## config.mk

```make
export PLATFORM = sky130hd
export DESIGN_NAME = block_accumulator
export DESIGN_NICKNAME = d
export VERILOG_FILES = /design/src/rtl/block_accumulator.sv
export SDC_FILE = /design/constraint.sdc
export NUM_CORES = 1
export LEC_CHECK = 0
export CAP_MARGIN = 10
export CELL_PAD_IN_SITES_DETAIL_PLACEMENT = 0
export CELL_PAD_IN_SITES_GLOBAL_PLACEMENT = 1
export CORE_ASPECT_RATIO = 0.5
export CORE_MARGIN = 2
export CORE_UTILIZATION = 36
export CTS_BUF_LIST = sky130_fd_sc_hd__clkbuf_8 sky130_fd_sc_hd__clkbuf_16
export CTS_CLUSTER_DIAMETER = 120
export DETAILED_ROUTE_END_ITERATION = 8
export GPL_TIMING_DRIVEN = 0
export PLACE_DENSITY = 0.79
export SLEW_MARGIN = 10
export SYNTH_ARGS = -nofsm -noshare
export SYNTH_HDL_FRONTEND = slang
export SYNTH_SLANG_ARGS = --single-unit
```

## constraint.sdc

```tcl
create_clock -name clk -period 2.6 [get_ports clk]
set_input_delay 0.78 -clock clk [delete_from_list [all_inputs] [get_ports clk]]
set_output_delay 0.78 -clock clk [all_outputs]
set_load 0.01 [all_outputs]
```

## src/rtl/block_accumulator.sv

```systemverilog
// Drains one block of 2**LOGDEPTH products from the multiplier's read stream.
// Reports the unsigned sum, the maximum and the beat count, held until the consumer acknowledges.
module block_accumulator #(
  parameter int LOGDEPTH  = 6,
  parameter int WIDTH     = 32,
  parameter int ACC_WIDTH = WIDTH + LOGDEPTH
) (
  input  logic                 clk,
  input  logic                 rst,
  input  logic                 EN_start,
  output logic                 RDY_start,
  output logic                 EN_blockRead,
  input  logic                 VALID_memVal,
  input  logic [WIDTH-1:0]     memVal_data,
  output logic                 VALID_result,
  input  logic                 EN_resultAck,
  output logic [ACC_WIDTH-1:0] sum_out,
  output logic [WIDTH-1:0]     max_out,
  output logic [LOGDEPTH:0]    beat_cnt,
  output logic                 ERR_stray
);

  localparam int DEPTH = 1 << LOGDEPTH;
  localparam logic [LOGDEPTH:0] LAST_BEAT = (LOGDEPTH + 1)'(DEPTH - 1);
  localparam logic [LOGDEPTH:0] CNT_ONE   = (LOGDEPTH + 1)'(1);

  typedef enum logic [1:0] {
    IDLE  = 2'd0,
    REQ   = 2'd1,
    ACCUM = 2'd2,
    DONE  = 2'd3
  } state_e;

  state_e                 state_q, state_d;
  logic [ACC_WIDTH-1:0]   sum_q,   sum_d;
  logic [WIDTH-1:0]       max_q,   max_d;
  logic [LOGDEPTH:0]      cnt_q,   cnt_d;
  logic                   err_q,   err_d;

  function automatic logic [WIDTH-1:0] umax(input logic [WIDTH-1:0] a,
                                            input logic [WIDTH-1:0] b);
    return (a > b) ? a : b;
  endfunction

  always_ff @(posedge clk or negedge rst) begin
    if (!rst) begin
      state_q <= IDLE;
      sum_q   <= '0;
      max_q   <= '0;
      cnt_q   <= '0;
      err_q   <= 1'b0;
    end else begin
      state_q <= state_d;
      sum_q   <= sum_d;
      max_q   <= max_d;
      cnt_q   <= cnt_d;
      err_q   <= err_d;
    end
  end

  always_comb begin
    state_d = state_q;
    sum_d   = sum_q;
    max_d   = max_q;
    cnt_d   = cnt_q;
    err_d   = err_q;
    case (state_q)
      IDLE: begin
        if (EN_start) begin
          state_d = REQ;
          sum_d   = '0;
          max_d   = '0;
          cnt_d   = '0;
          err_d   = 1'b0;
        end else if (VALID_memVal) begin
          err_d = 1'b1;
        end
      end
      // REQ and ACCUM accept beats identically; REQ only differs in raising EN_blockRead.
      REQ, ACCUM: begin
        if (VALID_memVal) begin
          sum_d   = sum_q + ACC_WIDTH'(memVal_data);
          max_d   = umax(max_q, memVal_data);
          cnt_d   = cnt_q + CNT_ONE;
          state_d = (cnt_q == LAST_BEAT) ? DONE : ACCUM;
        end
      end
      DONE: begin
        if (VALID_memVal) err_d = 1'b1;
        if (EN_resultAck) state_d = IDLE;
      end
      default: state_d = IDLE;
    endcase
  end

  assign RDY_start    = (state_q == IDLE);
  assign EN_blockRead = (state_q == REQ);
  assign VALID_result = (state_q == DONE);
  assign sum_out      = sum_q;
  assign max_out      = max_q;
  assign beat_cnt     = cnt_q;
  assign ERR_stray    = err_q;

endmodule

```

* Word level (Yosys, flattened, before mapping)
Index checks and enable logic that the tools add are counted.
Cells by class: equality and inequality tests 8, add/subtract/negate cells 2, reductions and logical operators 7, muxes and demuxes 18, divide/modulo/power cells 0, $lt $le $gt $ge 1, shifts and indexed selects 0, multipliers 0, bitwise logic cells 0
Operators by type and width (count):
- 32-bit two-way mux | 3
- 38-bit two-way mux | 2
- 38-bit one-hot mux with 2 select lines | 1
- 32-bit one-hot mux with 2 select lines | 1
- 38-bit by 32-bit adder with 38-bit output | 1
- 32-bit > comparator | 1
- 7-bit two-way mux | 2
- 7-bit one-hot mux with 2 select lines | 1
- 7-bit by 1-bit adder with 7-bit output, second input constant | 1
- 7-bit by 6-bit == test with 1-bit output, second input constant | 1
- 2-bit two-way mux | 3
- 2-bit != test, second input constant | 3
- 2-bit one-hot mux with 3 select lines | 1
- 3-bit AND reduction | 2
- 2-bit == test, second input constant | 2
- 4-bit AND reduction | 1
- 2-bit nonzero test | 2
- 1-bit two-way mux | 3
- 2-bit by 1-bit == test with 1-bit output, second input constant | 1
- 2-bit logical NOT | 1
- 2-bit by 1-bit != test with 1-bit output, second input constant | 1
- 1-bit one-hot mux with 2 select lines | 1
- 2-bit OR reduction | 1
Storage, ports and cells: bits in read-only memories 0, register bits after elaboration 80, logic and storage cells 41, memories kept 0, bits of input ports 37, output and inout bits 81, bits in latches 0, bits in writable memories 0

* Longest topological paths before layout
Gate-level depths: netlist of the first run.
word-level depth 4, depth in mapped cells 10, mapped depth without buffers 10

* Worst setup path before layout of the first run
No wires, ideal clock.
path kind input to register, start point input port memVal_data[0], end point register sum_q[32] (netlist: sum_out[32]), required time 2.476 ns, path slack -0.259 ns, library setup time 0.124 ns, cell stages on the path 10, arrival 2.735 ns, path through ha_1 -> inv_1 -> fa_1 -> nand2b_1 -> a21o_1 -> a211o_1 -> a211oi_2 -> nor2_1 -> o41a_1 -> mux2i_1
On the way: word-level cells in the longest chain between the ends 3
RTL lines:
- start, declared | line 14 | input logic [WIDTH-1:0] memVal_data,
- 38-bit by 32-bit adder with 38-bit output | line 82 | sum_d = sum_q + ACC_WIDTH'(memVal_data);
- 38-bit two-way mux | line 81 | if (VALID_memVal) begin
- 38-bit one-hot mux with 2 select lines | line 67 | case (state_q)
- end signal, assigned | line 54 | sum_q <= sum_d;
- end, declared | line 35 | logic [ACC_WIDTH-1:0] sum_q, sum_d;
Every way passes these cells. The select of a mux whose other input is x is not followed. A chain may end at the register's enable or synchronous reset.

* Final worst setup path of the first run
start point input port memVal_data[18], end point register max_q[29] (netlist: max_out[29])
On the way: word-level cells in the longest chain between the ends 3
RTL lines:
- 32-bit > comparator | line 42 | return (a > b) ? a : b;
- 2-bit != test (no line)
- 4-bit AND reduction (no line)
- end signal, assigned | line 55 | max_q <= max_d;
- end, declared | line 36 | logic [WIDTH-1:0] max_q, max_d;
Every way passes these cells.

==> metrics list, run 1 <==
- Among all stages on the critical path, the largest delay is contributed by sky130_fd_sc_hd__a2111oi_4.
* Total clock buffers created by CTS: 9
* Avg Synthesized Cell Area: between 8 and 9 um^2
- Effective utilization at floorplan: 0.370
- Core Footprint: roughly 17000 um^2
* Number of distinct library cells after synthesis: between 60 and 70
- Detailed routing placed a total of around 8300 um of wire on met2.
- Routability-driven placement finished with a final weighted congestion of 0.879.
- The critical path goes through buf_6 -> inv_8 -> ha_4 -> and2_4 -> a221o_1 -> o2bb2ai_2 -> a2111oi_4 -> o21ai_2 -> nor2_4 -> buf_8 -> buf_8 -> mux2i_2.
- Buffers on Ports: between 100 and 150
* Total Routing Usage GR: 0.208
- Number of max-cap violations: 0
* Vias in the first global route: 5572
- Summed instance area of the synthesized netlist: 6120 um^2
- Maximum VDD drop: roughly 0.56 mV
- Subtracting the final worst setup slack from the clock period gives 2.77 ns.
- TritonCTS built the clock tree.
- The number of pins exceeding their max-slew limit in the final report came to 0.
- The clock reaches the later pin of the worst-skew pair after between 0.3 and 0.4 ns.
- Total power per unit cell area: approximately 1200 nW/um^2
* Unrepaired setup endpoints after global routing: yes
- Synthesized netlist net count: between 800 and 900
* Crit-path leading delay family: compound AO/OA/AOI/OAI gates
- After clock tree synthesis, the clock-pin slew on the worst setup and hold paths is around 0.07 ns.
- STA classifies the critical path startpoint as an input port.
- In the final layout, the share of cells above drive strength 1 is 0.221.
- Dividing the detail-routed wire length by the instance count gives 16.9 um.
- Measured against its own limit, the worst slew margin works out to 0.308.
- Number of DRC violations after detailed routing: 0
- The run finished, with violations left.
- Setup slack on the critical path of the routed design comes to -0.166 ns.
* Number of buffers on the longest clock path: 2
- At the pin with the least slew margin, the transition time is 1.03 ns.
* Library cell used as clock root buffer: sky130_fd_sc_hd__clkbuf_16
- Critical setup path kind: in2reg
- The die is between 90 and 100 um tall.
* Kind of capture point of the worst setup path: flop
- The floorplan has 33 rows.
- Using the TritonRoute via totals, the vias-per-cell ratio works out to about 5.3.
- Total number of vias: approximately 5800
- Required time of the worst setup path: 2.86 ns
- Of the available clock period, the critical path in the final layout requires 1.06.
* Leakage power summed over all cells: 0.00405 uW
- Detailed placement ended at an HPWL of 13900 um.
- The final-report hold violation count was 0.
- The first global-routing pass estimated 29600 um of wire.
- In the detailed route, the total length drawn on met3 is between 800 and 900 um.
- Routed signal wires occupy layers up through met4.
- Counting flops with an async set or reset pin after synthesis yields a share of 1.00.
- Final worst clock skew: 0.0111 ns
- The layout has ~1500 filler cells.
- Buffering stage count on the worst path with inverters included: 4
- Before CTS, the worst setup slack after placement is -1.26 ns.
* Fmax: 0.362 GHz
- The tree built by TritonCTS fans out to 80 sinks.
- Along the worst path, the maximum fanout reaches 5.
- The H-tree was split into 3 levels.
* Most used flip-flop cell after synthesis: sky130_fd_sc_hd__dfrtp_1
- The checks that failed: setup timing.
- Critical path's largest stage delay: 0.45 ns
- around 120 I/O pins were placed.
- Entering global routing, the biggest net connects 57 pins.
- Crit path arrival time: 3.03 ns
* Top cells by area in the synthesized netlist: sky130_fd_sc_hd__dfrtp_1, sky130_fd_sc_hd__ha_1, sky130_fd_sc_hd__nand2_1
* Cell type with the highest aggregate area in the netlist: sky130_fd_sc_hd__dfrtp_1
- Synthesis-stage register bit count: 80
* HP Class: in2async
* CP dominant cell by count: sky130_fd_sc_hd__buf_8
- Setup total negative slack on the finished layout was measured at -4.18 ns.
* Fraction of synthesized cell area taken by the top area cell type: 0.327
- Setup violations remaining at the end of the flow were counted as 40.
- Residual antenna-violating net count after detailed routing: 0
- Wl on met1: around 9500 um
* Final hold slack: roughly 0.34 ns
- Placement Cell Area: about 7800 um^2
* Ant diodes: 0
- Global routing finished with a remaining overflow of 0.
- The first detailed-routing pass ran for 5 iterations.
- Measured along the x axis, the die boundary spans 188 um.
* Antenna violations before repair: 0
- Gate Count Post-Synth: approximately 710
- Initial drt markers: between 300 and 400
* Post-synthesis to final-layout area growth: 45.8%
- Post-synthesis sequential area ratio: 0.327
- Final Routed Wirelength: about 19000 um
* Number of nets in the finished design: around 980
- The finished cells cover 8910 um^2.
- Final core area utilization: 0.540
- Hold repair after CTS inserted 0 buffers.
- The synthesized design contains 0 enable-type register cells.
- The die covers between 15000 and 20000 um^2.
- YS warnings: 0
[through the flow]
step                      total power [uW]  std cells
after floorplan                       6140        714
after global placement                8280       1058
after detailed placement              8400       1059
after CTS                            10900       1097
after global routing                 11800       1105
final                                10900       1105
[layout make-up]
cell class	instances	area (um^2)	share of cell area
Buffer	19	128	0.0143
Clock buffer	10	239	0.0268
Clock inverter	6	67.6	0.00758
Inverter	78	318	0.0356
Multi-Input combinational cell	532	4390	0.492
Sequential cell	80	2000	0.225
Tap cell	227	284	0.0319
Timing Repair Buffer	153	1490	0.167
[state kept, by name (all words and copies together) (netlist names)]
register and flops:
state_q 2, ERR_stray 1, max_out 32, beat_cnt 7
sum_out 38
[kinds of logic after synthesis]
logic type	Yosys count	share of synthesized area
xor gates and xnor gates	33	0.0473
adders and majority gates	69	0.142
and+or+nand+nor	211	0.162
DFF	80	0.327
muxes	36	0.0589
AOI/OAI and AO/OA	183	0.196
buffers and inverters	102	0.0667
[cell usage after synthesis (2+ instances only)]
cell type,n
sky130_fd_sc_hd__nor3b_1,2
sky130_fd_sc_hd__o21ai_0,46
sky130_fd_sc_hd__a31oi_1,9
sky130_fd_sc_hd__buf_6,3
sky130_fd_sc_hd__or3_1,5
sky130_fd_sc_hd__o21ai_1,7
sky130_fd_sc_hd__and3_1,7
sky130_fd_sc_hd__nand3_1,9
sky130_fd_sc_hd__buf_2,2
sky130_fd_sc_hd__mux2i_1,36
sky130_fd_sc_hd__o21a_1,5
sky130_fd_sc_hd__a21o_1,22
sky130_fd_sc_hd__a211oi_1,5
sky130_fd_sc_hd__a21oi_1,43
sky130_fd_sc_hd__o22ai_1,3
sky130_fd_sc_hd__nand2b_1,7
sky130_fd_sc_hd__inv_1,77
sky130_fd_sc_hd__ha_1,68
sky130_fd_sc_hd__o21bai_1,5
sky130_fd_sc_hd__xnor2_1,11
sky130_fd_sc_hd__nor3_1,7
sky130_fd_sc_hd__nor2b_1,6
sky130_fd_sc_hd__a32o_1,2
sky130_fd_sc_hd__clkbuf_1,18
sky130_fd_sc_hd__nand4_1,24
sky130_fd_sc_hd__a2111o_1,2
sky130_fd_sc_hd__a22o_1,3
sky130_fd_sc_hd__o31ai_1,6
sky130_fd_sc_hd__a21oi_2,2
sky130_fd_sc_hd__a211oi_2,2
sky130_fd_sc_hd__o211ai_1,4
sky130_fd_sc_hd__nand2_1,107
sky130_fd_sc_hd__dfrtp_1,80
sky130_fd_sc_hd__a211o_1,3
sky130_fd_sc_hd__xor2_1,22
sky130_fd_sc_hd__nor2_1,28
sky130_fd_sc_hd__o311a_1,2
[routing by layer]
metal	up-vias	global-route usage
met5	-	0
met4	0	0.0430
met3	18	0.0372
met2	124	0.332
met1	2838	0.297
li1	2829	-
[worst paths after layout]
path / from / end / slack (ns) / depth (start not counted)
setup / recovery: memVal_data[18] / max_out[29] / -0.17 / 12
hold / removal: rst / max_out[10] / 0.34 / 1
setup reg to reg: sum_out[0] / sum_out[36] / -0.11 / 11
hold reg to reg: sum_out[16] / sum_out[16] / 0.51 / 2
max in group asynchronous: rst / sum_out[25] / 1.65 / 2
min in group clk: sum_out[16] / sum_out[16] / 0.51 / 2
[cells in the final DEF (no fill, tap or decap), drive strengths merged, types with 22 or more instances in the layout]
cell type      synthesis  final
o21ai                 54     54
a21oi                 45     45
clkdlybuf4s50          0     84
mux2i                 36     36
buf                    6     73
ha                    68     68
dfrtp                 80     80
xor2                  22     22
nand4                 24     24
nand2                107    107
inv                   77     78
a21o                  22     22
nor2                  29     29
clkbuf                18     25
[timing repair]
item	4_1_cts	5_1_grt
resized for setup	213	73
endpoints found under the setup margin	60	65
setup buffers	20	16
pin swaps	40	44
gates cloned	3	0
endpoints found under the hold margin	0	0
[report_power, final]
part	total (uW)	switching [uW]	leakage (uW)	internal, uW
combinational	7350	3830	0.00287	3520
clock	1350	574	0.000145	775
sequential	2250	510	0.00104	1740
(Power assumes the default switching activity.)
==> run 2, diff against run 1 <==
CAP_MARGIN = 20   (was 10)
==> results of run 2 <==
No change in the layout: final DEF, timing and power equal those of run 1.
==> patch 1, RTL diff (config.mk and constraints of run 2) <==
The parameter `LOGDEPTH` goes from 6 to 5.
--- a/src/rtl/block_accumulator.sv
+++ b/src/rtl/block_accumulator.sv
@@ -2,5 +2,5 @@
 // Reports the unsigned sum, the maximum and the beat count, held until the consumer acknowledges.
 module block_accumulator #(
-  parameter int LOGDEPTH  = 6,
+  parameter int LOGDEPTH  = 5,
   parameter int WIDTH     = 32,
   parameter int ACC_WIDTH = WIDTH + LOGDEPTH
Interface: changed (resized beat_cnt and sum_out); port bits go from 118 to 116. The function was not compared with the original's and may differ.
==> patch 1 against run 2 <==
  * The flow still finishes with violations (negative setup slack)
  * Final area increased by 1.9%
  * Routed wire length increased by 4.0%
  * Critical path depth decreased by 1
  * Hold slack got worse by 0.011 ns
  * Count of clock-buffer cells in the layout increased by 1
  * Sequential cell count decreased by 2
  * Total power decreased by 0.59%
  * Worst setup slack got worse by 0.099 ns
  * Area after synthesis decreased by 0.74%
==> patch 1: results (changes against run 2) <==
Metal3 WL: 1030 µm (+27%)
Post-synthesis compound-gate area fraction: 20.3% (+0.76 points)
Status: finished with violations
Setup Viol. Count Final: 34 (-15%)
Crit path arrival time: 3.12 ns (+0.09 ns)
M3 GR Usage: 4.19% (+0.47 points)
Number of flip-flops in the largest register: 37 (-2.6%)
Mux share of post-synthesis cell area: 5.77% (-0.12 points)
Final WS setup: -0.264 ns (-0.0985 ns)
Routability cong.: 0.860 (-2.1%)
NetSw: 0.00472 W (-3.9%)
Number of global-route vias before repair: 5779 (+3.7%)
First-pass GRT wire length: 30100 µm (+1.8%)
P_comb: 0.00730 W (-0.7%)
Max VDD drop: 0.589 mV (+5.2%)
Cts repair resizes: 201 (-5.6%)
GR Util met2: 33.9% (+0.65 points)
Metal2 WL: 8580 µm (+3.8%)
Flop2flop setup slack: -0.22 ns (-0.11 ns)
Grt met1 use: 30.8% (+1.1 points)
Register area share after synthesis: 32.2% (-0.58 points)
Layout cell share with drive strength beyond 1: 24.3% (+2.2 points)
Clock power share: 13.0% (+0.7 points)
Largest cells by area after synthesis: dfrtp_1 32%, ha_1 14%, nand2_1 6.0%
Nets: 999 (+2.0%)
WL final: 19500 µm (+4.0%)
Via count: 5921 (+1.9%)
Clk_skew: 0.00643 ns (-0.00468 ns)
DRT Pass-1 Iters: 4 (-1)
Most frequent cells after synthesis: 97 x nand2_1, 81 x inv_1, 78 x dfrtp_1, 68 x ha_1, 52 x o21ai_0
Post-DP HPWL: 13900 µm (+0.43%)
Total setup buffers inserted after CTS: 34 (+70%)
DRT iter0 DRCs: 360 (+11%)
R2r endpoint: max_out[17]
Total GRT Usage: 21.4% (+0.62 points)
Synth cell types: 60 (-1.6%)
Largest net degree at the start of global routing: 58 (+1.8%)
Port buffer count: 115 (-1.7%)
Adder-cell share of the synthesized area: 14.3% (+0.11 points)
Worst R2R Path Depth: 9 (-2)
Routed met1 length: 9700 µm (+2.7%)
Failing checks: negative setup slack
-- patch 1: worst max path at each step --
stage / from / endpoint / slack, ns
after floorplan: memVal_data[31] / max_out[10] / -0.22
after global placement: rst / max_out[28] / -2.32
after detailed placement: memVal_data[31] / max_out[18] / -1.40
after CTS: memVal_data[29] / max_out[25] / -0.18
after global routing: memVal_data[31] / max_out[17] / -0.34
final: memVal_data[31] / max_out[17] / -0.26
-- patch 1: final cells by class --
type,count,area [µm²]
plain buffers,19,171
clock buffers,11,253
flip-flops and latches,78,1950
fillers,1498,7350
multi-input cells,528,4300
well taps,227,284
inverters,81,327
repair buffers,176,1720
clock inverters,4,71.3
-- patch 1: kinds of logic (layout without fill, tap and decap cells) --
logic type | Yosys count | after routing
AND/OR/NAND/NOR | 205 | 205
AO/OA/AOI/OAI | 194 | 194
buffers and inverters | 106 | 291
flip-flops | 78 | 78
adder cells (fa/ha/maj) | 69 | 69
multiplexers | 35 | 35
XOR/XNOR | 25 | 25
-- patch 1: metrics by stage --
step | worst slack, ns | instances | hold WS [ns] | instance area, µm² | setup TNS, ns
global placement | -2.32 | 1054 | 0.495 | 7770 | -244.54
global route | -0.342 | 1124 | 0.347 | 9080 | -9.83
floorplan | -0.221 | 712 | 0.475 | 6330 | -6.81
CTS | -0.181 | 1104 | 0.340 | 8700 | -5.02
finish | -0.264 | 1124 | 0.331 | 9080 | -7.15
detailed placement | -1.40 | 1055 | 0.508 | 7790 | -64.65
-- patch 1: critical path: stages --
cell and delay, ns:
buf_12 0.09, inv_8 0.03, ha_4 0.25, nand4_1 0.12
or2_4 0.27, or3_4 0.42, or3b_4 0.42, o221ai_4 0.22
buf_12 0.18, buf_12 0.14, mux2i_2 0.20
==> patch 2, RTL diff (flow settings as in run 2) <==
Made on the original files. Take the reset off `sum_q` and load it in a clocked block of its own.
--- a/src/rtl/block_accumulator.sv
+++ b/src/rtl/block_accumulator.sv
@@ -46,5 +46,4 @@
     if (!rst) begin
       state_q <= IDLE;
-      sum_q   <= '0;
       max_q   <= '0;
       cnt_q   <= '0;
@@ -52,9 +51,12 @@
     end else begin
       state_q <= state_d;
-      sum_q   <= sum_d;
       max_q   <= max_d;
       cnt_q   <= cnt_d;
       err_q   <= err_d;
     end
+  end
+
+  always_ff @(posedge clk) begin
+    sum_q <= sum_d;
   end
 
Check against the original RTL: differs if rst is asserted again (counterexample within 4 cycles, from zero or initial values and one cycle with rst low); with rst held inactive, the same outputs for 4 cycles.
==> patch 2 against run 2 <==
  * The run still ends with negative setup slack left
  * Sequential cell count unchanged
  * Final area up 5.5%
  * Worst setup slack worse by 0.058 ns
  * Clock skew down 0.0011 ns
  * Combinational power up 31%
  * Total power up 26%
  * Routed wire length up 13%
  * Area after synthesis up 2.1%
==> patch 2: results (changes against run 2) <==
Antenna violations before repair: 0 (unchanged)
Clk_skew: 0.00996 ns (-0.00115 ns)
Post-synth EDFFs: 38 (+38)
Final WS setup: -0.223 ns (-0.0576 ns)
Largest net degree at the start of global routing: 23 (-60%)
Metal3 WL: 1140 µm (+41%)
Setup Viol. Count Final: 12 (-70%)
Clock latency on the worst-skew pair: 0.35 ns (about the same)
Status: finished with violations
Failing checks: negative setup slack
Worst-Margin Slew: 0.740 ns (-0.291 ns)
Max VDD drop: 0.550 mV (-1.7%)
Number of H-tree levels: 3 (unchanged)
Synth cell types: 67 (+9.8%)
Register area share after synthesis: 35.1% (+2.4 points)
Port buffer count: 117 (unchanged)
Worst Hold Class: input pin to asynchronous set/reset pin
Crit path arrival time: 2.91 ns (-0.12 ns)
Post-DP HPWL: 14700 µm (+5.9%)
Most frequent cells after synthesis: 72 x nand2_1, 72 x nand3_1, 68 x ha_1, 50 x nor2_1, 46 x a21oi_1
Hold WS: 0.439 ns (+0.0964 ns)
DRT Pass-1 Iters: 5 (unchanged)
Flop2flop setup slack: -0.15 ns (-0.04 ns)
Syn. warnings: 0 (unchanged)
First-pass GRT wire length: 32500 µm (+10%)
Total GRT Usage: 22.5% (+1.7 points)
DRT iter0 DRCs: 351 (+8.0%)
Number of flip-flops in the largest register: 38 (unchanged)
N_diodes: 0 (unchanged)
DP Worst Slack: -1.35 ns (-0.0897 ns)
Clock transition at the registers of the reported paths: 0.07 ns (about the same)
Layout cell share with drive strength beyond 1: 29.8% (+7.7 points)
Clk root buf: clkbuf_16
Dominant synthesized flop cell: dfrtp_1
Via count: 6143 (+5.7%)
Nets: 988 (+0.92%)
Clock buffer depth: 2 (unchanged)
Ys async rst share: 52.5% (-48 points)
Final setup TNS: -1.39 ns (+2.79 ns)
Num CTS Buffers: 9 (unchanged)
CP max FO: 5 (unchanged)
Leakage power: 3.82 nW (-5.6%)
Top sig layer: met4
WL final: 21200 µm (+13%)
Metal2 WL: 9830 µm (+19%)
Largest cells by area after synthesis: edfxtp_1 18%, dfrtp_1 17%, ha_1 14%
Routed met1 length: 9930 µm (+5.1%)
Routability cong.: 0.912 (+3.9%)
Post-synth net total: 813 (-0.85%)
patch 2: cell types whose count changed in the layout (fill, tap and decap cells not counted), sizes merged, moves of 19 or more:
cell    delta
nor2      +21
buf       +19
nand2     -34
nand3     +64
o21ai     -22
dfrtp     -38
edfxtp    +38
o211ai    +33
mux2i     -32
inv       -28
patch 2: critical path, cell delays in order:
cell and delay [ns]:
buf_8 0.10, ha_4 0.15, inv_2 0.05, fa_2 0.23, nor2b_4 0.05, o31a_1 0.26
o211ai_1 0.16, buf_4 0.17, nand3_4 0.08, nor4b_4 0.15, buf_4 0.16, o31ai_4 0.32
or3_4 0.19, a21oi_2 0.05
patch 2: power breakdown:
| part | internal [W] | leakage (nW) | switching (W) |
|---|---|---|---|
| Clock | 0.000730 | 0.152 | 0.000627 |
| Sequential | 0.00223 | 0.932 | 0.000586 |
| Combinational | 0.00432 | 2.74 | 0.00530 |
| Total | 0.00728 | 3.82 | 0.00651 |
patch 2: what timing repair did:
item	CTS	global route
gates resized for setup	214	123
setup endpoints to repair	66	54
pin swaps	57	95
endpoints found under the hold margin	0	0
hold buffers	0	0
buffers inserted	24	24
cloned	4	1
patch 2: cell families (layout without fill, tap and decap cells):
logic type	count (synthesis)	count (layout)	synth area share [%]
XOR/XNOR	30	30	4.21
AND/OR/NAND/NOR	266	266	20.8
adder cells (fa/ha/maj)	69	69	14.0
multiplexers	4	4	0.641
flip-flops	80	80	35.1
AO/OA/AOI/OAI	177	177	19.5
buffers and inverters	81	261	5.77
patch 2: per-layer routing:
layer	GRT usage, %	up-vias
li1	-	2921
met1	31.4	3028
met2	36.9	171
met3	3.76	23
met4	4.11	0
met5	0	-
patch 2: final cells by class:
cell class,count,area (µm²)
clock buffers,10,250
fillers,1494,7270
flip-flops and latches,80,2190
multi-input cells,546,4630
clock inverters,6,55.1
plain buffers,31,198
repair inverters,2,17.5
repair buffers,166,1590
inverters,46,190
well taps,227,284
patch 2: path summary, 6_finish.rpt:
| check | cells after the start | endpoint | startpoint |
|---|---|---|---|
| max in group asynchronous | 2 | max_out[28] | rst |
| min in group clk | 2 | max_out[28] | max_out[28] |
| hold reg to reg | 2 | max_out[28] | max_out[28] |
| setup / recovery | 14 | sum_out[34] | memVal_data[0] |
| hold / removal | 1 | max_out[4] | rst |
| setup reg to reg | 13 | sum_out[34] | sum_out[0] |
patch 2: metrics by stage:
stage / area [µm²] / std cells / utilization [%]
6_report: 9410 / 1114 / 56.4
2_1_floorplan: 6400 / 707 / -
3_5_place_dp: 7880 / 1052 / 47.2
5_1_grt: 9410 / 1114 / 56.4
4_1_cts: 8830 / 1095 / 52.9
3_3_place_gp: 7860 / 1051 / 47.1
